### config.mk
export PLATFORM = sky130hd
export DESIGN_NAME = lc3b_mc_alu
export DESIGN_NICKNAME = d
export VERILOG_FILES = /design/src/rtl/lc3b_mc_alu.sv
export SDC_FILE = /design/constraint.sdc
export NUM_CORES = 1
export LEC_CHECK = 0
export ABC_AREA = 1
export CAP_MARGIN = 20
export CORE_MARGIN = 2
export CORE_UTILIZATION = 65
export DETAILED_ROUTE_END_ITERATION = 10
export GPL_ROUTABILITY_DRIVEN = 0
export PLACE_DENSITY = 0.88
export SYNTH_ARGS = -nofsm -noshare
export SYNTH_HDL_FRONTEND = slang
export SYNTH_SLANG_ARGS = --single-unit
### constraint.sdc
create_clock -name clk -period 4.4 [get_ports clk]
set_clock_uncertainty 0.2 [all_clocks]
set_input_delay 1.1 -clock clk [delete_from_list [all_inputs] [get_ports clk]]
set_output_delay 1.1 -clock clk [all_outputs]
set_load 0.02 [all_outputs]
### src/rtl/lc3b_mc_alu.sv
// lc3b_mc_alu: LC-3b ALU with single-cycle logic/shift ops plus
// iterative unsigned shift-add multiply and restoring divide.
module lc3b_mc_alu #(
  parameter int WIDTH   = 16,
  parameter int SHAMT_W = $clog2(WIDTH)
) (
  input  logic             clk,
  input  logic             rst,
  input  logic             start,
  input  logic [3:0]       op,
  input  logic [WIDTH-1:0] a,
  input  logic [WIDTH-1:0] b,
  output logic             busy,
  output logic             done,
  output logic [WIDTH-1:0] result,
  output logic [WIDTH-1:0] result_hi,
  output logic             div_by_zero,
  output logic             illegal_op
);
  localparam int CW = $clog2(WIDTH + 1);

  typedef enum logic [1:0] {
    S_IDLE,
    S_RUN,
    S_DONE
  } state_t;

  state_t           state_q;
  logic [CW-1:0]    cnt_q;
  logic             is_div_q;
  logic             dz_pend_q;
  logic             il_pend_q;
  logic [WIDTH-1:0] m_q;
  logic [WIDTH-1:0] q_q;
  logic [WIDTH:0]   acc_q;
  logic             busy_q;
  logic             done_q;
  logic             dz_q;
  logic             il_q;
  logic [WIDTH-1:0] res_q;
  logic [WIDTH-1:0] rhi_q;

  logic [SHAMT_W-1:0] shamt;
  logic               big;
  logic [WIDTH-1:0]   alu_d;
  logic [WIDTH:0]     sum;
  logic [WIDTH:0]     shl;
  logic [WIDTH:0]     trial;
  logic               ge;
  logic [WIDTH:0]     acc_d;
  logic [WIDTH-1:0]   q_d;

  assign shamt = b[SHAMT_W-1:0];
  assign big   = {1'b0, shamt} >= (SHAMT_W+1)'(WIDTH);

  always_comb begin
    alu_d = '0;
    case (op)
      4'd0: alu_d = a + b;
      4'd1: alu_d = a & b;
      4'd2: alu_d = ~a;
      4'd3: alu_d = a;
      4'd4: alu_d = big ? '0 : a << shamt;
      4'd5: alu_d = big ? '0 : a >> shamt;
      4'd6: alu_d = big ? {WIDTH{a[WIDTH-1]}}
                        : WIDTH'($signed(a) >>> shamt);
      default: alu_d = '0;
    endcase
  end

  // acc holds the product high half / partial remainder, q the low half / quotient
  always_comb begin
    sum   = acc_q + (q_q[0] ? {1'b0, m_q} : '0);
    shl   = {acc_q[WIDTH-1:0], q_q[WIDTH-1]};
    trial = shl - {1'b0, m_q};
    ge    = shl >= {1'b0, m_q};
    if (is_div_q) begin
      acc_d = ge ? trial : shl;
      q_d   = {q_q[WIDTH-2:0], ge};
    end else begin
      acc_d = {1'b0, sum[WIDTH:1]};
      q_d   = {sum[0], q_q[WIDTH-1:1]};
    end
  end

  always_ff @(posedge clk) begin
    if (rst) begin
      state_q   <= S_IDLE;
      cnt_q     <= '0;
      is_div_q  <= 1'b0;
      dz_pend_q <= 1'b0;
      il_pend_q <= 1'b0;
      m_q       <= '0;
      q_q       <= '0;
      acc_q     <= '0;
      busy_q    <= 1'b0;
      done_q    <= 1'b0;
      dz_q      <= 1'b0;
      il_q      <= 1'b0;
      res_q     <= '0;
      rhi_q     <= '0;
    end else begin
      busy_q <= state_q != S_IDLE;
      done_q <= state_q == S_DONE;
      unique case (state_q)
        S_IDLE: begin
          // busy_q still high here means this is the done cycle
          if (start && !busy_q) begin
            is_div_q  <= op == 4'd8;
            dz_pend_q <= 1'b0;
            il_pend_q <= 1'b0;
            dz_q      <= 1'b0;
            il_q      <= 1'b0;
            acc_q     <= '0;
            state_q   <= S_DONE;
            if (op == 4'd7) begin
              m_q     <= a;
              q_q     <= b;
              cnt_q   <= CW'(WIDTH);
              state_q <= S_RUN;
            end else if (op == 4'd8 && b != '0) begin
              m_q     <= b;
              q_q     <= a;
              cnt_q   <= CW'(WIDTH);
              state_q <= S_RUN;
            end else if (op == 4'd8) begin
              q_q       <= '1;
              acc_q     <= {1'b0, a};
              dz_pend_q <= 1'b1;
            end else if (op > 4'd8) begin
              q_q       <= '0;
              il_pend_q <= 1'b1;
            end else begin
              q_q <= alu_d;
            end
          end
        end
        S_RUN: begin
          acc_q <= acc_d;
          q_q   <= q_d;
          cnt_q <= cnt_q - CW'(1);
          if (cnt_q == CW'(1)) state_q <= S_DONE;
        end
        S_DONE: begin
          res_q   <= q_q;
          rhi_q   <= acc_q[WIDTH-1:0];
          dz_q    <= dz_pend_q;
          il_q    <= il_pend_q;
          state_q <= S_IDLE;
        end
        default: state_q <= S_IDLE;
      endcase
    end
  end

  assign busy        = busy_q;
  assign done        = done_q;
  assign result      = res_q;
  assign result_hi   = rhi_q;
  assign div_by_zero = dz_q;
  assign illegal_op  = il_q;

endmodule

==> reports/qor.csv <==
metric;value;unit
outcome;complete, no violations;
Power per Cell Area;266;nW/um^2
row count;44;
Vias;11700;
Buf/Inv on CP;3;
r2r setup slk;1.55;ns
top_reg_cell synth;dfxtp_1;
Chip Width;125;um
Critical Path Sink Type;flop;
area leader, netlist;dfxtp_1;
worst reg2reg path startpoint;q_q[15];
post-cts gate resize count;0;
number of routed nets with antenna violations;0;
Die Y;125;um
Slowest-stage cell, CP;clkdlybuf4s50_1;
Remaining DRCs;0;
Worst-Skew Late Latency;0.35;ns
CTS sink count;95;
Worst Hold Class;reg2reg;
post-layout util;0.741;
Final Max Slew Viols;0;
critical path depth;15;
WL final;33000;um
Iteration-0 DRC Markers;1565;
clock root cell;clkbuf_16;
pin count of the biggest net entering global routing;45;
final worst slack;0.882;ns
top cells by area, synth;dfxtp_1, nand2_1, nand3_1;
post-DR vias/cell;6.26;
Area Overhead vs Synth;12.0;%
Top delay family on crit path;buffers and inverters;
initial core utilization;0.662;
GR Overflow Total;0;
clock slew at reported path FFs;0.07;ns
measured slew at the worst slew-check pin;0.917;ns
CP required;4.44;ns
critical path class;in2reg;
FFs w/ async S/R, synth;0;
post-synthesis cell type count;53;
end of the worst register-to-register path;acc_q[16];
layout cells sized above 1;0.0758;
CTS Hold Bufs;0;
number of nets in the layout;1776;
CTS Buffer Depth;2;
port bufs;74;
arrival time worst endpoint;3.56;ns
Worst Reg-to-Reg Cells;11;
WL per Instance;17.6;um
CP cell instances;clkdlybuf4s50_1, buf_4, inv_2, nand2_1, nand2_1, o21ai_0, o21ai_0, nand2_1, nand2_1, nor2_1, nand3_1, nand2_1, nand2_1, nand2_1, a21oi_1;
synthesized instance count;1644;
crit-path max FO;20;
Initial DRT Pass Iterations;8;
Final Hold Vio Count;0;
Mean Syn Cell Area;5.80;um^2
max_slew headroom;0.386;
number of max-cap violations;0;
n_diodes;0;
launch point of the critical path;b[0];
setup bufs post-CTS;0;
synth warn;0;
cell area after synthesis;9540;um^2
Worst VDD drop;0.238;mV
Place WS;0.629;ns
flops & latches, synth;95;
most numerous cell in the Yosys netlist;nand2_1;
Net Count, Synth;1737;
setup TNS;0;ns
worst setup path end;q_q[15];
CP max stage delay;0.52;ns
vias in the first global route;10600;
Hold Slack;0.278;ns
full die area;15700;um^2
Synth top cells by count;nand2_1, nor2_1, inv_1;
first-pass GRT wire length;52400;um
Seq/Total Area, Yosys;0.199;
final setup fails;0;
Core ar.;14400;um^2
CP Launch Type;input pin;
num ports;75;
post-layout min period;3.52;ns
initial antenna violation count;0;
total CTS buffers;9;
Critical Path Most Common Cell;nand2_1;
fin crit share;0.800;
Tot GR Track Use;0.411;
Post-DP HPWL;25200;um
post-synth top area share;0.199;
CTS tree;built;
EDFF count, synth;0;
Leakage;5.04;nW
RSZ-0062 raised after global routing;false;
Max Fclk;284;MHz
CTS H-tree depth;3;
[sequential cells by signal (all words and copies together), names as in the netlist]
register     flops
acc_q           17
busy             1
cnt_q            5
div_by_zero      1
done             1
dz_pend_q        1
il_pend_q        1
illegal_op       1
is_div_q         1
m_q             16
q_q             16
result          16
result_hi       16
state_q          2
[kinds of logic after synthesis]
| logic type | synth area share |
|---|---|
| buf+inv | 0.0994 |
| fa+ha+maj | 0.0732 |
| simple gates | 0.415 |
| flops | 0.199 |
| compound gates | 0.195 |
| xor+xnor | 0.0174 |
[layout make-up]
cell class	instances	area (um^2)
inverters	168	633
repair buffers	97	926
fillers	1241	3730
clock inverters	7	78.8
well taps	184	230
flip-flops and latches	95	1900
multi-input cells	1312	6700
clock buffers	9	225
[through the flow]
step	area (um^2)	power (mW)	std cells
global placement	10400	2.00	1855
detailed placement	10400	2.03	1856
global route	10700	2.98	1872
finish	10700	2.85	1872
CTS	10700	2.81	1872
floorplan	9540	1.71	1644
[power by group]
group          total [mW]  switching [mW]  internal (mW)
clock network       0.787           0.385          0.402
logic                1.08           0.708          0.375
registers           0.976          0.0539          0.922
[tightest hold or removal path, stage by stage, from the launching register on]
cell and delay [ns]:
dfxtp_1 0.33, inv_1 0.06, a21oi_1 0.05
[how the worst min path moves through the flow]
stage,startpoint,end,depth (start not counted),slack (ns)
after floorplan,dz_pend_q,div_by_zero,1,0.24
after CTS,q_q[6],result[6],2,0.27
after global placement,cnt_q[4],cnt_q[4],2,0.26
after detailed placement,cnt_q[4],cnt_q[4],2,0.27
after global routing,q_q[4],result[4],2,0.29
final,q_q[6],result[6],2,0.28
[placed cells by master, fill, tap and decap left out, types with 7 or more instances in the layout]
cell type          n
nand2_1          495
nor2_1           151
inv_1            150
nand3_1          146
o21ai_0          129
a21oi_1          114
dfxtp_1           95
clkdlybuf4s50_1   74
ha_1              51
o21ai_1           27
a31oi_1           24
buf_4             22
nand2_2           20
nand4_1           17
inv_2             16
nand3b_1          14
a21oi_2           11
xor2_1            11
nor2_2             9
nand3_2            9
clkbuf_16          9
xnor2_1            8
and2_1             8
o211ai_1           8
nor3_1             7
[per-layer routing]
metal / GRT usage / wire length [um]
met1: 0.502 / 11900
met2: 0.639 / 14200
met3: 0.0946 / 4080
met4: 0.293 / 2760
met5: 0 / 0
Note: power is estimated with default switching activity, not from simulation.
